`config.mk`:
```
export PLATFORM = sky130hd
export DESIGN_NAME = operand_bypass_net
export DESIGN_NICKNAME = d
export VERILOG_FILES = /design/src/rtl/operand_bypass_net.sv
export SDC_FILE = /design/constraint.sdc
export NUM_CORES = 1
export LEC_CHECK = 0
export ABC_AREA = 1
export ABC_CLOCK_PERIOD_IN_PS = 5000
export BUFFER_PORTS_ARGS = -buffer_cell sky130_fd_sc_hd__buf_4
export CORE_AREA = 2 2 139 141
export DETAILED_ROUTE_END_ITERATION = 8
export DIE_AREA = 0 0 141 143
export GPL_TIMING_DRIVEN = 1
export PLACE_DENSITY_LB_ADDON = 0.1
export SYNTH_ARGS = -nofsm -noshare
export SYNTH_HDL_FRONTEND = slang
export SYNTH_SLANG_ARGS = --single-unit
export TNS_END_PERCENT = 20
```
`constraint.sdc`:
```
create_clock -name clk -period 5 [get_ports clk]
set_input_delay 0.75 -clock clk [delete_from_list [all_inputs] [get_ports clk]]
set_output_delay 0.75 -clock clk [all_outputs]
set_load 0.05 [all_outputs]
```
`src/rtl/operand_bypass_net.sv`:
```
// Operand forwarding network for the pipelined Beta core: tracks in-flight
// destination tags, forwards Y/PC-link values to decode ports, stalls on load-use.
module operand_bypass_net #(
  parameter int unsigned XLEN       = 32,
  parameter int unsigned AW         = 5,
  parameter int unsigned NPORTS     = 2,
  parameter int unsigned NSTAGES    = 3,
  parameter int unsigned LOAD_READY = 2,
  parameter int unsigned CNT_W      = 16
) (
  input  logic                      clk,
  input  logic                      rst_n,
  input  logic                      issue_valid,
  input  logic [AW-1:0]             issue_rc,
  input  logic [1:0]                issue_kind,
  input  logic                      flush,
  input  logic [NPORTS-1:0]         rd_en,
  input  logic [NPORTS*AW-1:0]      rd_ra,
  input  logic [NPORTS*XLEN-1:0]    rf_data,
  input  logic [NSTAGES*XLEN-1:0]   stage_y,
  input  logic [NSTAGES*XLEN-1:0]   stage_pc,
  output logic [NPORTS*XLEN-1:0]    rd_out,
  output logic                      stall,
  output logic [CNT_W-1:0]          stall_count
);

  typedef enum logic [1:0] {
    K_NONE = 2'b00,
    K_ALU  = 2'b01,
    K_LINK = 2'b10,
    K_LOAD = 2'b11
  } kind_t;

  localparam logic [AW-1:0] R31 = '1;

  logic [NSTAGES-1:0] r_valid;
  logic [AW-1:0]      r_rc   [NSTAGES];
  kind_t              r_kind [NSTAGES];
  logic [CNT_W-1:0]   r_cnt;

  logic               w_issue;
  logic [NPORTS-1:0]  w_hit;
  logic [NPORTS-1:0]  w_haz;

  assign w_issue     = issue_valid && !stall && !flush;
  assign stall       = |w_haz;
  assign stall_count = r_cnt;

  // Stages always advance; a stall or flush only turns the EX slot into a bubble.
  always_ff @(posedge clk or negedge rst_n) begin
    if (!rst_n) begin
      r_valid <= '0;
      r_cnt   <= '0;
      for (int unsigned i = 0; i < NSTAGES; i++) begin
        r_rc[i]   <= '0;
        r_kind[i] <= K_NONE;
      end
    end else begin
      r_valid[0] <= w_issue;
      r_rc[0]    <= issue_rc;
      r_kind[0]  <= kind_t'(issue_kind);
      for (int unsigned i = 1; i < NSTAGES; i++) begin
        r_valid[i] <= r_valid[i-1];
        r_rc[i]    <= r_rc[i-1];
        r_kind[i]  <= r_kind[i-1];
      end
      if (stall && (r_cnt != '1))
        r_cnt <= r_cnt + CNT_W'(1);
    end
  end

  // Youngest match wins; hazard is judged on the winning entry only, so a
  // younger non-load write shadows an older load.
  always_comb begin
    rd_out = '0;
    w_hit  = '0;
    w_haz  = '0;
    for (int unsigned p = 0; p < NPORTS; p++) begin
      rd_out[p*XLEN +: XLEN] = rf_data[p*XLEN +: XLEN];
      if (rd_ra[p*AW +: AW] == R31) begin
        rd_out[p*XLEN +: XLEN] = '0;
      end else begin
        for (int unsigned i = 0; i < NSTAGES; i++) begin
          if (!w_hit[p] && r_valid[i] && (r_kind[i] != K_NONE) &&
              (r_rc[i] == rd_ra[p*AW +: AW])) begin
            w_hit[p] = 1'b1;
            rd_out[p*XLEN +: XLEN] = (r_kind[i] == K_LINK) ? stage_pc[i*XLEN +: XLEN]
                                                          : stage_y[i*XLEN +: XLEN];
            w_haz[p] = rd_en[p] && (r_kind[i] == K_LOAD) && (i < LOAD_READY);
          end
        end
      end
    end
  end

endmodule

```
==> results of run 1 <==
-- per-layer routing --
layer / vias up / wire, um / GRT usage
li1: 3738 / - / -
met1: 3533 / 11400 / 0.338
met2: 340 / 14400 / 0.490
met3: 42 / 2680 / 0.0630
met4: 0 / 806 / 0.0853
met5: - / 0 / 0
-- state kept, by name, indices dropped and copies added (netlist names) --
register,cells
r_rc,15
r_valid,3
r_kind,6
stall_count,16
-- path summary, 6_finish.rpt --
kind                                       from                          to  cells past startpoint
hold / removal             r_valid[0]$_DFF_PN0_        r_valid[1]$_DFF_PN0_                      0
min in group asynchronous                 rst_n  stall_count[1]$_DFFE_PN0P_                      1
setup / recovery                       rd_ra[8]                  rd_out[39]                     14
max in group asynchronous                 rst_n           r_rc[4]$_DFF_PN0_                      1
setup reg to reg             r_rc[14]$_DFF_PN0_  stall_count[0]$_DFFE_PN0P_                     13
hold reg to reg            r_valid[0]$_DFF_PN0_        r_valid[1]$_DFF_PN0_                      0
-- worst reg2reg max path: cells and delay by family, from the launching register on --
| family | cells | cell delay [ns] |
|---|---|---|
| simple gates | 10 | 1.39 |
| buf+inv | 2 | 0.56 |
| flops | 1 | 0.42 |
| compound gates | 1 | 0.07 |
-- kinds of logic after synthesis --
| family | Yosys count | share of synthesized area |
|---|---|---|
| simple gates | 583 | 0.465 |
| buf+inv | 113 | 0.0963 |
| compound gates | 97 | 0.0849 |
| mux | 87 | 0.150 |
| flops | 40 | 0.172 |
| xor+xnor | 19 | 0.0287 |
| fa+ha+maj | 1 | 0.00215 |
-- final cells by class --
type | count | area, um2 | area share
Multi-Input combinational cell | 787 | 4260 | 0.487
Inverter | 59 | 221 | 0.0254
Timing Repair Buffer | 374 | 2810 | 0.321
Clock buffer | 6 | 139 | 0.0159
Sequential cell | 40 | 1000 | 0.115
Antenna cell | 2 | 5.00 | 0.000573
Clock inverter | 2 | 10.0 | 0.00115
Tap cell | 234 | 293 | 0.0335
-- stage by stage --
| stage | hold slack, ns | utilization | instance area, um2 |
|---|---|---|---|
| after global routing | 0.420 | 0.470 | 8730 |
| after floorplan | 0.368 | - | 5810 |
| after global placement | 0.378 | 0.462 | 8580 |
| after detailed placement | 0.397 | 0.462 | 8580 |
| final | 0.401 | 0.470 | 8730 |
| after CTS | 0.404 | 0.470 | 8730 |
-- power groups by stage --
stage               logic [W]  clock network, W  registers, W
floorplan            0.000341                 0      0.000358
global placement     0.000653                 0      0.000355
detailed placement   0.000654                 0      0.000355
CTS                  0.000656          0.000339      0.000349
global route         0.000696          0.000351      0.000351
finish               0.000653          0.000327      0.000349
-- layout by cell type, fill, tap and decap left out, types with 2 or more instances in the layout --
master	instances
buf_4	374
nand2_1	274
nor2_1	106
nand3_1	88
mux2i_1	86
a21oi_1	65
inv_1	44
dfrtp_1	40
nand3b_1	33
o21ai_0	26
or2_2	19
nand4_1	16
nand2_2	15
xor2_1	15
inv_2	14
or2_0	6
nand3_2	5
clkbuf_16	5
xnor2_1	4
nor2_2	4
nand2_4	4
o21ai_1	3
nor3_1	3
diode_2	2
nor2_4	2
or2_1	2
o21a_1	2
nor3_2	2
clkinv_2	2
==> metrics.md, run 1 <==
| Metric | Value |
|---|---|
| Core area | 18,600 um2 |
| H-tree depth | 2 |
| Max-Slew Margin vs Limit | 0.321 |
| Synthesis-to-layout area growth | 50.4% |
| Seq/Total Area, Yosys | 0.172 |
| WS Path Type | input port to primary output |
| First-pass GRT wire length | ~43 mm |
| Final period util | 0.778 |
| Mean post-synth cell area | 6.18 um2 |
| Antenna violations before repair | 2 |
| Crit-path leading delay family | buffers and inverters |
| CTS Buf Count | 5 |
| Nets | 1,547 |
| Yosys warns | 0 |
| Post-CTS setup buffer count | 0 |
| Drt first pass iters | 8 |
| Lkg Pwr | around 5 nW |
| CTS Buffer Depth | 2 |
| Clock-pin slew on the worst setup and hold paths | about 0.060 ns |
| Buffers on Ports | 359 |
| DRC | 0 |
| DRT iter0 DRCs | 450 |
| CP peak stage delay | 0.54 ns |
| Clock Power Share | 0.246 |
| Crit-path cells | buf_4 > inv_2 > nand2_1 > nand2_1 > nor2_1 > nand2_1 > nor2_4 > inv_2 > nand3_4 > inv_2 > nand2_1 > nand2_1 > a21oi_1 > buf_4 |
| Hold crit path type | flop to flop |
| Crit. End Element | primary output |
| Top cells by area, synth | nand2_1 (18%), dfrtp_1 (17%), mux2i_1 (15%) |
| Top cell type's share of synthesized area | 0.178 |
| Pre-CTS setup slack | about 1.1 ns |
| Fmax | 0.257 GHz |
| CP max FO | 40 |
| Number of global-route vias before repair | 7,040 |
| Non-Filler Instances | ~1,500 |
| CP Launch Type | input port |
| Critical path arrival | 3.14 ns |
| Post-Syn Instances | 940 |
| Die height | about 140 um |
| EDFF count, synth | 0 |
| Max-Cap Viols | 0 |
| Ports | 360 |
| RSZ-0062 raised after global routing | no |
| Max-slew violations | 0 |
| Sw frac | 0.384 |
| FFs w/ async S/R, synth | 1.00 |
| Routed Antenna Nets | 0 |
| P_sw | 0.000511 W |
| Flops & latches, synth | 40 |
| Drt wl/cell | 19.5 um |
| Placed cells | 1,494 |
| Clk_skew | 0.00429 ns |
| Synth Flop Type | dfrtp_1 |
| Max VDD drop | 0.000310 V |
| Worst Path Required | roughly 4.3 ns |
| Pwr Density | approximately 150 nW/um2 |
| Area leader, netlist | nand2_1 |
| Total track usage | 0.278 |
| Initial Utilization | 0.312 |
| CTS tree | done |
| Full die area | 20,200 um2 |
| Most numerous cell in the Yosys netlist | nand2_1 |
| Crit-path slowest cell | nand3_4 |
| # setup viols final | 0 |
| Fillers | 2,010 |
| Synth Net Count | 1,220 |
| Latest clock arrival within the worst-skew pair | 0.29 ns |
| Most Frequent Cell on Critical Path | nand2_1 |
| Library cells used by synthesis | 37 |
| Layout cells sized above 1 | 0.356 |
| Status | finished, final reports clean |
| Logic gate share of total power | 0.492 |
| Final hold violation count | 0 |
| Pin count of the biggest net entering global routing | 41 |
| Rows | 50 |
| Worst Path Buf+Inv | 5 |
| Final worst setup slack | ~1.1 ns |
| Mapped cell area | 5810 um2 |
| Setup TNS | 0 ns |
| Fin crit period | 3.89 ns |
| Reg-to-reg slack, setup | 2.45 ns |
| Power, Total | roughly 0.0013 W |
| Clk root buf | clkbuf_16 |
| Seq pwr share | 0.263 |
| Via count | approximately 7,700 |
| Worst-Margin Slew | 1.01 ns |
| Grt total ovfl | 0 |
| Post-synth top cells | nand2_1 (276), nor2_1 (106), nand3_1 (88) |
| Die X | 141 um |
| Gpl congestion | 0.904 |
| Power Internal | between 0.0008 and 0.0009 W |
| Post-CTS Resized | 0 |
| Hold buffers post-CTS | 0 |
| Vias/cell | 5.09 |
| Detailed placement HPWL | ~23 mm |
| DRT Wirelength | 29.3 mm |
| CTS Sinks | 40 |
Note: power is estimated with default switching activity, not from simulation.
==> run 2: changes to the inputs <==
--- a/config.mk
+++ b/config.mk
@@ -6,7 +6,7 @@
 export NUM_CORES = 1
 export LEC_CHECK = 0
 export ABC_AREA = 1
-export ABC_CLOCK_PERIOD_IN_PS = 5000
+export ABC_CLOCK_PERIOD_IN_PS = 3600
 export BUFFER_PORTS_ARGS = -buffer_cell sky130_fd_sc_hd__buf_4
 export CORE_AREA = 2 2 139 141
 export DETAILED_ROUTE_END_ITERATION = 8
==> constraint.sdc (replaced) <==
create_clock -name clk -period 3.6 [get_ports clk]
set_input_delay 0.54 -clock clk [delete_from_list [all_inputs] [get_ports clk]]
set_output_delay 0.54 -clock clk [all_outputs]
set_load 0.05 [all_outputs]
==> metrics.md, run 2 (same netlist as run 1, synthesis figures left out) <==
| Metric | Value |
|---|---|
| Multi-input gate area | 4260 um2 (unchanged) |
| Hold crit path type | input port to async pin (was flop to flop) |
| Pwr Density | 211 nW/um2 (was 152 nW/um2) |
| Most frequent cells in the layout | buf_4 (376), nand2_1 (274), nor2_1 (106), nand3_1 (88), mux2i_1 (86) (was buf_4 (374), nand2_1 (274), nor2_1 (106), nand3_1 (88), mux2i_1 (86)) |
| Final instance area | 8810 um2 (was 8730 um2) |
| Wl on met1 | 11.5 mm (was 11.4 mm) |
| CTS Sinks | 40 (unchanged) |
| FF/Latch Area | 1000 um2 (unchanged) |
| First-pass GRT wire length | 42.2 mm (was 43.1 mm) |
| Max-Cap Viols | 0 (unchanged) |
| Met2 routed WL | 14.5 mm (was 14.4 mm) |
| Setup TNS | 0 ns (unchanged) |
| Reg-to-reg slack, setup | 1.24 ns (was 2.45 ns) |
| Final core occ | 0.474 (was 0.470) |
| Rows | 50 (unchanged) |
| Routed Antenna Nets | 0 (unchanged) |
| Ports | 360 (unchanged) |
| CP peak stage delay | 0.44 ns (was 0.54 ns) |
| Placed cells | 1,499 (was 1,494) |
| Grt total ovfl | 0 (unchanged) |
| Crit. End Element | primary output (unchanged) |
| CTS Buf Count | 5 (unchanged) |
| Met3 WL | 2.16 mm (was 2.68 mm) |
| Clk root buf | clkbuf_16 (unchanged) |
| # setup viols final | 0 (unchanged) |
| Number of global-route vias before repair | 7,029 (was 7,040) |
| Max reg flops | 16 (unchanged) |
| Final worst setup slack | 0.477 ns (was 1.11 ns) |
| Post-CTS setup buffer count | 0 (unchanged) |
| Fmax | 0.320 GHz |
| Nets | 1,552 (was 1,547) |
| Clk_skew | 0.00778 ns (was 0.00429 ns) |
| Fillers | 1,983 (was 2,010) |
| Die X | 141 um (unchanged) |
| Final period util | 0.867 |
| Latest clock arrival within the worst-skew pair | 0.28 ns (was 0.29 ns) |
| Drt first pass iters | 5 (was 8) |
| Post-CTS Resized | 0 (unchanged) |
| Hold buffers post-CTS | 0 (unchanged) |
| Crit-path cells | o21ai_0 > nor2_1 > nand3_2 > buf_4 > nand2_1 > o21ai_0 > a21oi_1 > buf_4 (was buf_4 > inv_2 > nand2_1 > nand2_1 > nor2_1 > nand2_1 > nor2_4 > inv_2 > nand3_4 > inv_2 > nand2_1 > nand2_1 > a21oi_1 > buf_4) |
| Max-Slew Margin vs Limit | 0.508 (was 0.321) |
| Crit-path slowest cell | buf_4 (was nand3_4) |
| Final hold violation count | 0 (unchanged) |
| Non-Filler Instances | 1,509 (was 1,504) |
| DRT Wirelength | 28.8 mm (was 29.3 mm) |
| Status | finished, final reports clean (unchanged) |
| CP Launch Type | flop (was input port) |
| Area after DPL | 8650 um2 (was 8580 um2) |
| Via count | 7,480 (was 7,653) |
| CTS Buffer Depth | 2 (unchanged) |
| Layout cells sized above 1 | 0.358 (was 0.356) |
| CTS tree | done (unchanged) |
| Reg-to-Reg Start | r_kind[3]$_DFF_PN0_ (was r_rc[14]$_DFF_PN0_) |
| Die height | 143 um (unchanged) |
| Pin count of the biggest net entering global routing | 46 (was 41) |
| DRT iter0 DRCs | 423 (was 450) |
| Synthesis-to-layout area growth | 51.8% (was 50.4%) |
| Clock-pin slew on the worst setup and hold paths | 0.06 ns (about the same) |
| DRC | 0 (unchanged) |
| Top sig layer | met4 (unchanged) |
| Full die area | 20,200 um2 (unchanged) |
| Core area | 18,600 um2 (unchanged) |
| Buffers on Ports | 359 (unchanged) |
| H-tree depth | 2 (unchanged) |
| CP max FO | 45 (was 40) |
| Antenna violations before repair | 3 (was 2) |
| Drt wl/cell | 19.1 um (was 19.5 um) |
| Critical path arrival | 2.58 ns (was 3.14 ns) |
| Max VDD drop | 0.000415 V (was 0.000310 V) |
| WS Path Type | flop to primary output (was input port to primary output) |
| Worst flop-to-flop path endpoint | stall_count[0]$_DFFE_PN0P_ (unchanged) |
| Max-slew violations | 0 (unchanged) |
| Pre-CTS setup slack | 0.543 ns (was 1.11 ns) |
| Detailed placement HPWL | 22.5 mm (was 22.7 mm) |
| Most common cell after layout, fill and taps aside | buf_4 (unchanged) |
| Worst-Margin Slew | 0.733 ns (was 1.01 ns) |
| Total track usage | 0.272 (was 0.278) |
| RSZ-0062 raised after global routing | no (unchanged) |
| Vias/cell | 4.96 (was 5.09) |
| Fin crit period | 3.12 ns |
| Worst R2R Path Depth | 14 (was 13) |
| Gpl congestion | 0.881 (was 0.904) |
| Worst Path Required | 3.06 ns (was 4.25 ns) |
| Initial Utilization | 0.312 (unchanged) |
| Lkg Pwr | 5.04 nW (was 5.00 nW) |
==> run 2: cell types whose count changed in the layout (fill, tap and decap cells not counted) <==
cell	delta
buf_12	+3
buf_4	+2
clkbuf_8	+1
clkinv_2	-2
diode_2	+1
==> run 2: per-layer routing <==
layer  up-vias  global-route usage
li1       3744                   -
met1      3414               0.331
met2       287               0.487
met3        35              0.0543
met4         0              0.0774
met5         -                   0
==> run 2: worst max path at each step <==
stage / cells after the start / startpoint / end
6_report: 8 / r_kind[5]$_DFF_PN0_ / rd_out[38]
5_1_grt: 15 / r_rc[14]$_DFF_PN0_ / rd_out[6]
4_1_cts: 8 / r_kind[5]$_DFF_PN0_ / rd_out[38]
3_5_place_dp: 11 / rd_ra[9] / rd_out[38]
3_3_place_gp: 16 / rd_ra[2] / rd_out[6]
2_1_floorplan: 11 / rd_ra[8] / rd_out[36]
==> run 2: stage by stage <==
| stage | hold WS [ns] | total power, W |
|---|---|---|
| detailed placement | 0.382 | 0.00141 |
| floorplan | 0.244 | 0.000971 |
| global route | 0.276 | 0.00196 |
| finish | 0.218 | 0.00186 |
| CTS | 0.248 | 0.00188 |
| global placement | 0.378 | 0.00141 |
==> run 2: critical path: cells and delay by family, from the launching register on <==
kind / cells / cell delay (ns)
compound gates: 3 / 0.60
simple gates: 3 / 0.58
buf+inv: 2 / 0.66
flops: 1 / 0.41
==> run 2: area by class of cell <==
class	instances	share of cell area
tap	234	0.0332
inverter	59	0.0251
multi-input combinational	787	0.483
clock buffer	7	0.0173
sequential	40	0.114
timing repair buffer	379	0.327
antenna	3	0.000852
==> run 2: power breakdown <==
group | total, W | switching [W] | internal [W]
clock network | 0.000462 | 0.000171 | 0.000291
logic | 0.000914 | 0.000514 | 0.000399
registers | 0.000484 | 0.0000175 | 0.000466
